--- src/rtl/tdm_pkg.sv ---
// Shared types and sizing helpers for the TDM deframer.
package tdm_pkg;

  // Receive alignment states: searching for a sync marker, or locked to frames.
  typedef enum logic {
    HUNT = 1'b0,
    RECV = 1'b1
  } state_t;

  localparam int DEF_NUM_CH = 4;
  localparam int DEF_DATA_W = 8;

  // Serial bits per frame: all channel slots plus an optional trailing parity bit.
  function automatic int frame_bits(input int num_ch, input int data_w, input bit parity_en);
    return num_ch * data_w + (parity_en ? 1 : 0);
  endfunction

endpackage

--- src/rtl/tdm_slot_counter.sv ---
// Bit-position counter within a TDM frame. A sync load restarts the count at 1
// because the sync bit itself is bit 0; tc flags the last bit of the frame.
module tdm_slot_counter #(
  parameter int FRAME_BITS = 32,
  parameter int CW         = $clog2(FRAME_BITS + 1)
) (
  input  logic          clk,
  input  logic          reset_n,
  input  logic          clr,
  input  logic          load,
  input  logic          inc,
  output logic [CW-1:0] count,
  output logic          tc
);

  // Counter register: load beats clear beats increment.
  // NOTE: sequential state uses non-blocking assignments so every flop samples
  // pre-edge values regardless of block evaluation order.
  always_ff @(posedge clk or negedge reset_n) begin
    if (!reset_n) begin
      count <= '0;
    end else if (load) begin
      count <= CW'(1);
    end else if (clr) begin
      count <= '0;
    end else if (inc) begin
      count <= count + CW'(1);
    end
  end

  assign tc = (count == CW'(FRAME_BITS - 1));

endmodule

--- src/rtl/tdm_deframer.sv ---
// Receive side of the 4-channel TDM serial link: aligns on the frame-sync
// marker, shifts in each frame and presents the channel words over valid/ready.
// Optional feature macro: TDM_DEFRAMER_PARITY_EN adds a trailing even-parity bit
// per frame; frames failing the check are dropped and flagged on par_err.
module tdm_deframer
  import tdm_pkg::*;
#(
  parameter int NUM_CH = DEF_NUM_CH,
  parameter int DATA_W = DEF_DATA_W
) (
  input  logic                     clk,
  input  logic                     reset_n,
  input  logic                     in_valid,
  input  logic                     in_bit,
  input  logic                     in_sync,
  output logic [NUM_CH*DATA_W-1:0] out_data,
  output logic                     out_valid,
  input  logic                     out_ready,
  output logic                     locked,
  output logic                     sync_err,
  output logic                     overrun,
  output logic                     par_err
);

`ifdef TDM_DEFRAMER_PARITY_EN
  localparam bit PAR_EN = 1'b1;
`else
  localparam bit PAR_EN = 1'b0;
`endif

  localparam int DATA_BITS  = NUM_CH * DATA_W;
  localparam int FRAME_BITS = frame_bits(NUM_CH, DATA_W, PAR_EN);
  localparam int CW         = $clog2(FRAME_BITS + 1);

  state_t               state_q, state_d;
  logic [CW-1:0]        count;
  logic                 tc;
  logic                 cnt_clr, cnt_load, cnt_inc;
  logic                 sr_load, sr_shift;
  logic                 frame_done;
  logic                 sync_err_d;
  logic                 is_par_bit;
  logic                 par_ok;
  logic [DATA_BITS-1:0] sr;
  logic [DATA_BITS-1:0] frame_now;
  logic [DATA_BITS-1:0] cap_word;

  tdm_slot_counter #(
    .FRAME_BITS(FRAME_BITS),
    .CW        (CW)
  ) u_slot_counter (
    .clk    (clk),
    .reset_n(reset_n),
    .clr    (cnt_clr),
    .load   (cnt_load),
    .inc    (cnt_inc),
    .count  (count),
    .tc     (tc)
  );

  // The parity bit sits just past the data bits and is never shifted in.
  assign is_par_bit = PAR_EN && (count == CW'(DATA_BITS));

  // Alignment FSM state register.
  always_ff @(posedge clk or negedge reset_n) begin
    if (!reset_n) begin
      state_q <= HUNT;
    end else begin
      state_q <= state_d;
    end
  end

  // Next state and per-bit control decode; idle strobes leave everything alone.
  always_comb begin
    // NOTE: every output of this block gets a default first, so no path can
    // leave a signal unassigned and infer a latch.
    state_d    = state_q;
    cnt_clr    = 1'b0;
    cnt_load   = 1'b0;
    cnt_inc    = 1'b0;
    sr_load    = 1'b0;
    sr_shift   = 1'b0;
    frame_done = 1'b0;
    sync_err_d = 1'b0;
    if (in_valid) begin
      case (state_q)
        HUNT: begin
          if (in_sync) begin
            state_d  = RECV;
            cnt_load = 1'b1;
            sr_load  = 1'b1;
          end
        end
        RECV: begin
          if (in_sync) begin
            // Sync anywhere but bit 0 restarts the frame on this bit.
            sync_err_d = (count != '0);
            cnt_load   = 1'b1;
            sr_load    = 1'b1;
          end else if (count == '0) begin
            // Expected a sync marker: alignment is lost.
            sync_err_d = 1'b1;
            state_d    = HUNT;
          end else begin
            sr_shift = !is_par_bit;
            if (tc) begin
              cnt_clr    = 1'b1;
              frame_done = 1'b1;
            end else begin
              cnt_inc = 1'b1;
            end
          end
        end
        default: state_d = HUNT;
      endcase
    end
  end

  // Frame shift register; a sync bit seeds it so any partial frame is discarded.
  always_ff @(posedge clk or negedge reset_n) begin
    if (!reset_n) begin
      sr <= '0;
    end else if (sr_load) begin
      sr <= {{(DATA_BITS-1){1'b0}}, in_bit};
    end else if (sr_shift) begin
      sr <= {sr[DATA_BITS-2:0], in_bit};
    end
  end

  // Complete data bits of the frame being finished this cycle, then reorder so
  // the first-received slot (channel 0) lands in the low word.
  always_comb begin
    frame_now = PAR_EN ? sr : {sr[DATA_BITS-2:0], in_bit};
    par_ok    = PAR_EN ? ~(^sr ^ in_bit) : 1'b1;
    cap_word  = '0;
    for (int k = 0; k < NUM_CH; k++) begin
      cap_word[k*DATA_W +: DATA_W] = frame_now[(NUM_CH-1-k)*DATA_W +: DATA_W];
    end
  end

  // Output holding register, handshake and one-cycle status pulses.
  always_ff @(posedge clk or negedge reset_n) begin
    if (!reset_n) begin
      out_data  <= '0;
      out_valid <= 1'b0;
      sync_err  <= 1'b0;
      overrun   <= 1'b0;
      par_err   <= 1'b0;
    end else begin
      sync_err <= sync_err_d;
      par_err  <= frame_done && !par_ok;
      overrun  <= 1'b0;
      if (frame_done && par_ok) begin
        out_data  <= cap_word;
        out_valid <= 1'b1;
        overrun   <= out_valid && !out_ready;
      end else if (out_valid && out_ready) begin
        out_valid <= 1'b0;
      end
    end
  end

  assign locked = (state_q == RECV);

endmodule

--- config.mk ---
export PLATFORM = sky130hd
export DESIGN_NAME = tdm_deframer
export DESIGN_NICKNAME = d
export VERILOG_FILES = /design/src/rtl/tdm_pkg.sv /design/src/rtl/tdm_slot_counter.sv /design/src/rtl/tdm_deframer.sv
export SDC_FILE = /design/constraint.sdc
export NUM_CORES = 1
export LEC_CHECK = 0
export CAP_MARGIN = 20
export CORE_MARGIN = 2
export CORE_UTILIZATION = 53
export DETAILED_ROUTE_END_ITERATION = 7
export PLACE_DENSITY = 0.78
export RECOVER_POWER = 50
export SETUP_SLACK_MARGIN = 0.5
export SLEW_MARGIN = 20
export SYNTH_ARGS = -nofsm -noshare
export SYNTH_HDL_FRONTEND = slang
export SYNTH_SLANG_ARGS = --single-unit
export TNS_END_PERCENT = 10
--- constraint.sdc ---
create_clock -name clk -period 4.7 [get_ports clk]
set_clock_uncertainty 0.15 [all_clocks]
set_input_delay 0.94 -clock clk [delete_from_list [all_inputs] [get_ports clk]]
set_output_delay 0.94 -clock clk [all_outputs]
set_load 0.01 [all_outputs]
==> metrics.md, run 1 <==
| Metric | Value |
|---|---|
| Status | `complete, but fails checks` |
| Failing checks | `max-capacitance violations, max-slew violations` |
| CP arrival | `approximately 3.1 ns` |
| Fmax | `between 300 and 400 MHz` |
| Post-synthesis area per instance | `roughly 12 µm²` |
| Largest net degree at the start of global routing | `74` |
| Power per cell area | `roughly 360 mW/mm²` |
| Initial Utilization | `between 50% and 60%` |
| Number of port buffers | `41` |
| Top-area cell type share of the netlist area | `59.1%` |
| Initial antenna violation count | `0` |
| Final period util | `between 60 and 70%` |
| Crit end category | `flip-flop` |
| Layout cells sized above 1 | `18.8%` |
| Avg WL per Cell | `about 15 µm` |
| FF+latch area | `about 0.0018 mm²` |
| Min Hold Slack | `0.353 ns` |
| Max Cap Viol | `1` |
| Worst slack, placed | `about 1.5 ns` |
| Area Growth Syn to Fin | `19.2%` |
| R2R cell count | `6` |
| WS Path Type | `input pin to flip-flop` |
| Core ar. | `around 0.0056 mm²` |
| Vias | `a little under 2000` |
| Leak | `~1.8 nW` |
| Clock transition at path regs | `0.08 ns` |
| # fillers | `406` |
| HPWL Detailed | `3.48 mm` |
| Synth async-reset ratio | `100%` |
| Post-CTS setup buffers | `0` |
| TritonCTS clock tree | `done` |
| GPL Wtd Cong | `just under 0.8` |
| Overflow after GRT | `0` |
| Synth Instances | `~260` |
| I/O pin count | `43` |
| Multi-input combinational cell area | `around 0.0011 mm²` |
| Max IR drop VDD | `0.204 mV` |
| Core Util, Final | `66.1%` |
| Worst-case clock buffer depth | `2` |
| DRT Pass-1 Iters | `4` |
| Area leader, netlist | `dfrtp_1` |
| Post-cts repair resize count | `0` |
| Reg-to-reg startpoint | `u_slot_counter.count[2]$_DFFE_PN0P_` |
| Worst-Skew Late Latency | `~0.35 ns` |
| Unique masters post-synth | `31` |
| Core Rows | `27` |
| ANT cells | `0` |
| Crit path max fanout | `31` |
| Starting DRT DRC Count | `153` |
| Setup slack after layout | `1.73 ns` |
| Synth top area cells | `dfrtp_1, mux2_4, nand2_1` |
| Seq/Total Area, Yosys | `around three fifths` |
| NumNets Final | `a little over 300` |
| R2R Setup Slk | `approximately 2.1 ns` |
| DRC violations left | `0` |
| Die X | `between 80 and 90 µm` |
| Die Ht | `between 80 and 90 µm` |
| Top-count cell post-synth | `dfrtp_1` |
| EDFF count, synth | `0` |
| Final setup TNS | `0 ns` |
| Final wirelength | `around 5.4 mm` |
| Reg2reg end | `sr[0]$_DFFE_PN0P_` |
| Critical Path Source | `in_sync` |
| #FFs+latches synth | `73` |
| H-Tree Depth | `3` |
| HP Class | `flip-flop to flip-flop` |
| Clock root cell | `clkbuf_8` |
| Final min period | `roughly 3.0 ns` |
| CP startpoint kind | `input pin` |
| Die area | `roughly 0.0065 mm²` |
| RSZ-0062 raised after global routing | `no` |
| Slew margin rel. | `-17.2%` |
| Post-CTS Hold Buffers | `0` |
| First-pass GRT wire length | `9.12 mm` |
| Final Max Tran Viols | `74` |
| Final Setup Violations | `0` |
| Post-DRT Antenna Nets | `0` |
| Worst Setup EP | `sr[0]$_DFFE_PN0P_` |
| Vias in the first global route | `1891` |
| Global Route Usage Sum | `roughly a fifth` |
| Final Hold Fails | `0` |
| Critical Path RT | `4.79 ns` |
| Synth Warn # | `0` |
| Most instantiated cells after synthesis | `dfrtp_1, nand2_1, a21oi_1, mux2_4, clkbuf_1` |
| TritonCTS buffer count | `9` |
| Routed vias/inst | `approximately 5.3` |
| Slew @ Worst Pin | `1.76 ns` |
| Synth Flop Type | `dfrtp_1` |
| Netlist Area Pre-Place | `roughly 0.003 mm²` |
| Post-Synthesis Net Count | `around 270` |
| Clock sinks | `73` |
## report_power, final
group	switching [mW]	internal (mW)	leakage [nW]
logic	0.0912	0.0491	0.647
registers	0.0294	0.652	1.01
clock network	0.236	0.260	0.0985
## placed cells by master (no fill, tap or decap), types with 2 or more instances in the layout
cell	Yosys	layout
a21oi_1	31	31
and3_1	4	4
clkbuf_8	0	10
clkdlybuf4s50_1	0	23
clkinv_4	0	2
clkinvlp_4	0	2
dfrtp_1	73	73
dlygate4sd3_1	0	17
ha_1	4	4
inv_1	5	5
mux2_2	5	5
mux2_4	28	28
nand2_1	63	63
nand4_1	3	3
nor2_1	6	6
xor2_1	3	3
## registers in the layout (all words and copies together) (netlist names)
signal	count
u_slot_counter.count	6
out_data	32
locked	1
sync_err	1
sr	31
overrun	1
out_valid	1
## final cells by class
class	instances	share of cell area, %
clock buffers	10	3.74
flip-flops and latches	73	49.6
clock inverters	6	1.83
repair buffers	42	11.2
inverters	5	0.510
well taps	72	2.45
multi-input cells	162	30.7
## worst max-delay path, stage by stage
cell,delay (ns)
dlygate4sd3_1,0.56
inv_1,0.10
ha_1,0.18
and3_1,0.88
nor2_1,0.09
mux2_2,0.30
## how the worst min path moves through the flow
stage	from	end	slack, ns	depth (start not counted)
after floorplan	sr[30]$_DFFE_PN0P_	out_data[7]$_DFFE_PN0P_	0.33	1
after global placement	out_valid$_DFFE_PN0P_	out_valid$_DFFE_PN0P_	0.33	1
after global routing	out_data[11]$_DFFE_PN0P_	out_data[11]$_DFFE_PN0P_	0.38	1
after detailed placement	out_valid$_DFFE_PN0P_	out_valid$_DFFE_PN0P_	0.34	1
after CTS	out_valid$_DFFE_PN0P_	out_valid$_DFFE_PN0P_	0.36	1
final	out_data[23]$_DFFE_PN0P_	out_data[23]$_DFFE_PN0P_	0.35	1
## metrics by stage
| step | total power, mW | cell area (µm²) | std cells |
|---|---|---|---|
| finish | 1.32 | 3680 | 370 |
| global route | 1.38 | 3680 | 370 |
| CTS | 1.33 | 3680 | 370 |
| detailed placement | 0.834 | 3480 | 354 |
| global placement | 0.826 | 3480 | 354 |
| floorplan | 0.780 | 3090 | 256 |
## logic make-up (layout without fill, tap and decap cells)
group	after synthesis	in the layout	share of synthesized area, %
and+or+nand+nor	84	84	11.7
AOI/OAI and AO/OA	36	36	6.36
muxes	34	34	15.7
DFF	73	73	59.1
adders and majority gates	4	4	1.62
xor gates and xnor gates	3	3	0.850
other	1	1	0.121
buffers and inverters	21	63	4.49
## routing by layer
layer	track usage [%]	up-vias	wire length (µm)
met5	0	-	0
met4	7.12	0	85
met3	5.39	8	183
met2	28.7	41	2590
met1	25.2	970	2540
li1	-	926	-
Power figures use the tool's default switching activity.
==> run 2, diff against run 1 <==
--- a/config.mk
+++ b/config.mk
@@ -7,9 +7,9 @@
 export LEC_CHECK = 0
 export CAP_MARGIN = 20
 export CORE_MARGIN = 2
-export CORE_UTILIZATION = 53
+export CORE_UTILIZATION = 49
 export DETAILED_ROUTE_END_ITERATION = 7
-export PLACE_DENSITY = 0.78
+export PLACE_DENSITY = 0.76
 export RECOVER_POWER = 50
 export SETUP_SLACK_MARGIN = 0.5
 export SLEW_MARGIN = 20
==> constraint.sdc (replaced) <==
create_clock -name clk -period 2.6 [get_ports clk]
set_clock_uncertainty 0.15 [all_clocks]
set_input_delay 0.52 -clock clk [delete_from_list [all_inputs] [get_ports clk]]
set_output_delay 0.52 -clock clk [all_outputs]
set_load 0.01 [all_outputs]
==> run 2 against run 1 <==
The flow still finishes with violations (max-capacitance violations, max-slew violations). Via count decreased by 0.72%. Total power grew 92%. Sequential cell count stayed put. Worst hold slack lost 0.0024 ns. Register-to-register slack lost 1.6 ns. First-iteration DRC count shrank 4.6%. Final cell count grew 2.2%. Critical path depth is the same. Combinational power rose by 91%. Largest cell class unchanged.
==> metrics.md, run 2 (synthesized netlist as in run 1, its figures left out) <==
| Metric | Value |
|---|---|
| Number of port buffers | `slightly above 40` |
| Overflow after GRT | `0` |
| Avg WL per Cell | `14.7 µm` |
| Final Setup Violations | `0` |
| TritonCTS buffer count | `9` |
| Sw frac | `between 20% and 30%` |
| Die Ht | `83.4 µm` |
| CP startpoint kind | `input pin` |
| Initial Utilization | `51.6%` |
| Clock transition at path regs | `0.07 ns` |
| Worst-Skew Late Latency | `0.34 ns` |
| NetSw | `about 620 µW` |
| DRC violations left | `0` |
| Failing checks | `max-capacitance violations, max-slew violations` |
| Pwr Total | `2.53 mW` |
| Final min period | `between 2 and 2.5 ns` |
| Crit path max fanout | `18` |
| RSZ-0062 raised after global routing | `yes` |
| Routed vias/inst | `roughly 5.1` |
| I/O pin count | `43` |
| Core Rows | `28` |
| Slew @ Worst Pin | `between 1.5 and 2 ns` |
| HP Class | `flip-flop to flip-flop` |
| Clock sinks | `between 70 and 80` |
| DRT Pass-1 Iters | `4` |
| Die area | `between 0.006 and 0.007 mm²` |
| Int Pwr | `approximately 1.9 mW` |
| Top Registers | `out_data (32), sr (31), u_slot_counter.count (6)` |
| Final period util | `84.1%` |
| First-pass GRT wire length | `9.29 mm` |
| HPWL Detailed | `~3.5 mm` |
| Final wirelength | `about 5.5 mm` |
| Clock root cell | `clkbuf_8` |
| Post-DRT Antenna Nets | `0` |
| WS Path Type | `input pin to flip-flop` |
| Worst slack, placed | `roughly 0.23 ns` |
| Gate power share | `between 10% and 20%` |
| Max IR drop VDD | `0.460 mV` |
| Leak | `1.75 nW` |
| Multi-input combinational cell area | `roughly 0.0011 mm²` |
| Die X | `around 83 µm` |
| FF+latch area | `0.00183 mm²` |
| Vias in the first global route | `~2000` |
| Max Cap Viol | `1` |
| Largest Register | `out_data` |
| Core Util, Final | `between 60% and 70%` |
| Clock power share | `between 40% and 50%` |
| ANT cells | `0` |
| Largest net degree at the start of global routing | `74` |
| Slew margin rel. | `-18.4%` |
| Seq pwr share | `between 40% and 50%` |
| Max reg flops | `32` |
| Vias | `roughly 1900` |
| Setup slack after layout | `around 0.4 ns` |
| Most frequent cells in the layout | `dfrtp_1, nand2_1, clkdlybuf4s50_1` |
| Critical Path RT | `roughly 2.7 ns` |
| Final Hold Fails | `0` |
| Power per cell area | `672 mW/mm²` |
| # fillers | `between 400 and 500` |
| Fmax | `457 MHz` |
| Min Hold Slack | `between 0.3 and 0.4 ns` |
| NumNets Final | `just over 300` |
| Core ar. | `roughly 0.006 mm²` |
| Area Growth Syn to Fin | `21.8%` |
| Status | `complete, but fails checks` |
| GPL Wtd Cong | `between 0.8 and 0.9` |
| Starting DRT DRC Count | `around 150` |
| TritonCTS clock tree | `done` |
| H-Tree Depth | `3` |
| Final Max Tran Viols | `74` |
| Worst-case clock buffer depth | `2` |
| CP arrival | `2.27 ns` |
| Initial antenna violation count | `0` |
| Final setup TNS | `0 ns` |
| Layout cells sized above 1 | `roughly 18%` |
| Commonest non-fill, non-tap cell in the layout | `dfrtp_1` |
| Global Route Usage Sum | `around 17%` |
| Crit end category | `flip-flop` |
-- run 2: worst max-delay path: stages --
cell and delay [ns]:
clkdlybuf4s50_1 0.48, buf_4 0.13, and2_0 0.17, clkbuf_1 0.64
a31o_2 0.26, nor2_1 0.06
-- run 2: what timing repair did --
action	in CTS	in global routing
setup endpoints to repair	0	32
hold buffers	0	0
setup buffers	0	0
hold endpoints to repair	0	0
resized for setup	0	3
-- run 2: power groups by stage --
stage          logic, mW  registers, mW  clock network, mW
6_report           0.268           1.23               1.03
5_1_grt            0.303           1.24               1.11
4_1_cts            0.271           1.23               1.06
3_5_place_dp       0.268           1.25                  0
3_3_place_gp       0.262           1.25                  0
2_1_floorplan      0.165           1.24                  0
-- run 2: path summary, 6_finish.rpt --
kind | depth (start not counted) | startpoint | end | slack [ns]
worst max-delay path | 6 | in_valid | u_slot_counter.count[4]$_DFFE_PN0P_ | 0.41
worst min-delay path | 1 | out_data[25]$_DFFE_PN0P_ | out_data[25]$_DFFE_PN0P_ | 0.35
worst max register to register | 6 | u_slot_counter.count[2]$_DFFE_PN0P_ | sr[0]$_DFFE_PN0P_ | 0.49
worst min register to register | 1 | out_data[25]$_DFFE_PN0P_ | out_data[25]$_DFFE_PN0P_ | 0.35
max in group asynchronous | 1 | reset_n | sr[0]$_DFFE_PN0P_ | 0.74
min in group asynchronous | 1 | reset_n | out_data[29]$_DFFE_PN0P_ | 0.48
-- run 2: per-stage QoR --
step           cell area, µm²  cells
2_1_floorplan            3090    256
3_3_place_gp             3550    363
3_5_place_dp             3550    363
4_1_cts                  3780    378
5_1_grt                  3760    378
6_report                 3760    378
-- run 2: final cells by class --
class / count / share of cell area, %
Clock buffer: 9 / 3.29
Clock inverter: 6 / 2.86
Inverter: 5 / 0.499
Multi-Input combinational cell: 162 / 29.5
Sequential cell: 73 / 48.5
Tap cell: 75 / 2.49
Timing Repair Buffer: 48 / 12.8
-- run 2: per-layer routing --
layer / vias up / wire (µm) / global-route usage, %
met5: - / 0 / 0
met4: 0 / 38 / 3.96
met3: 6 / 261 / 6.56
met2: 45 / 2690 / 26.9
met1: 942 / 2560 / 21.8
li1: 938 / - / -
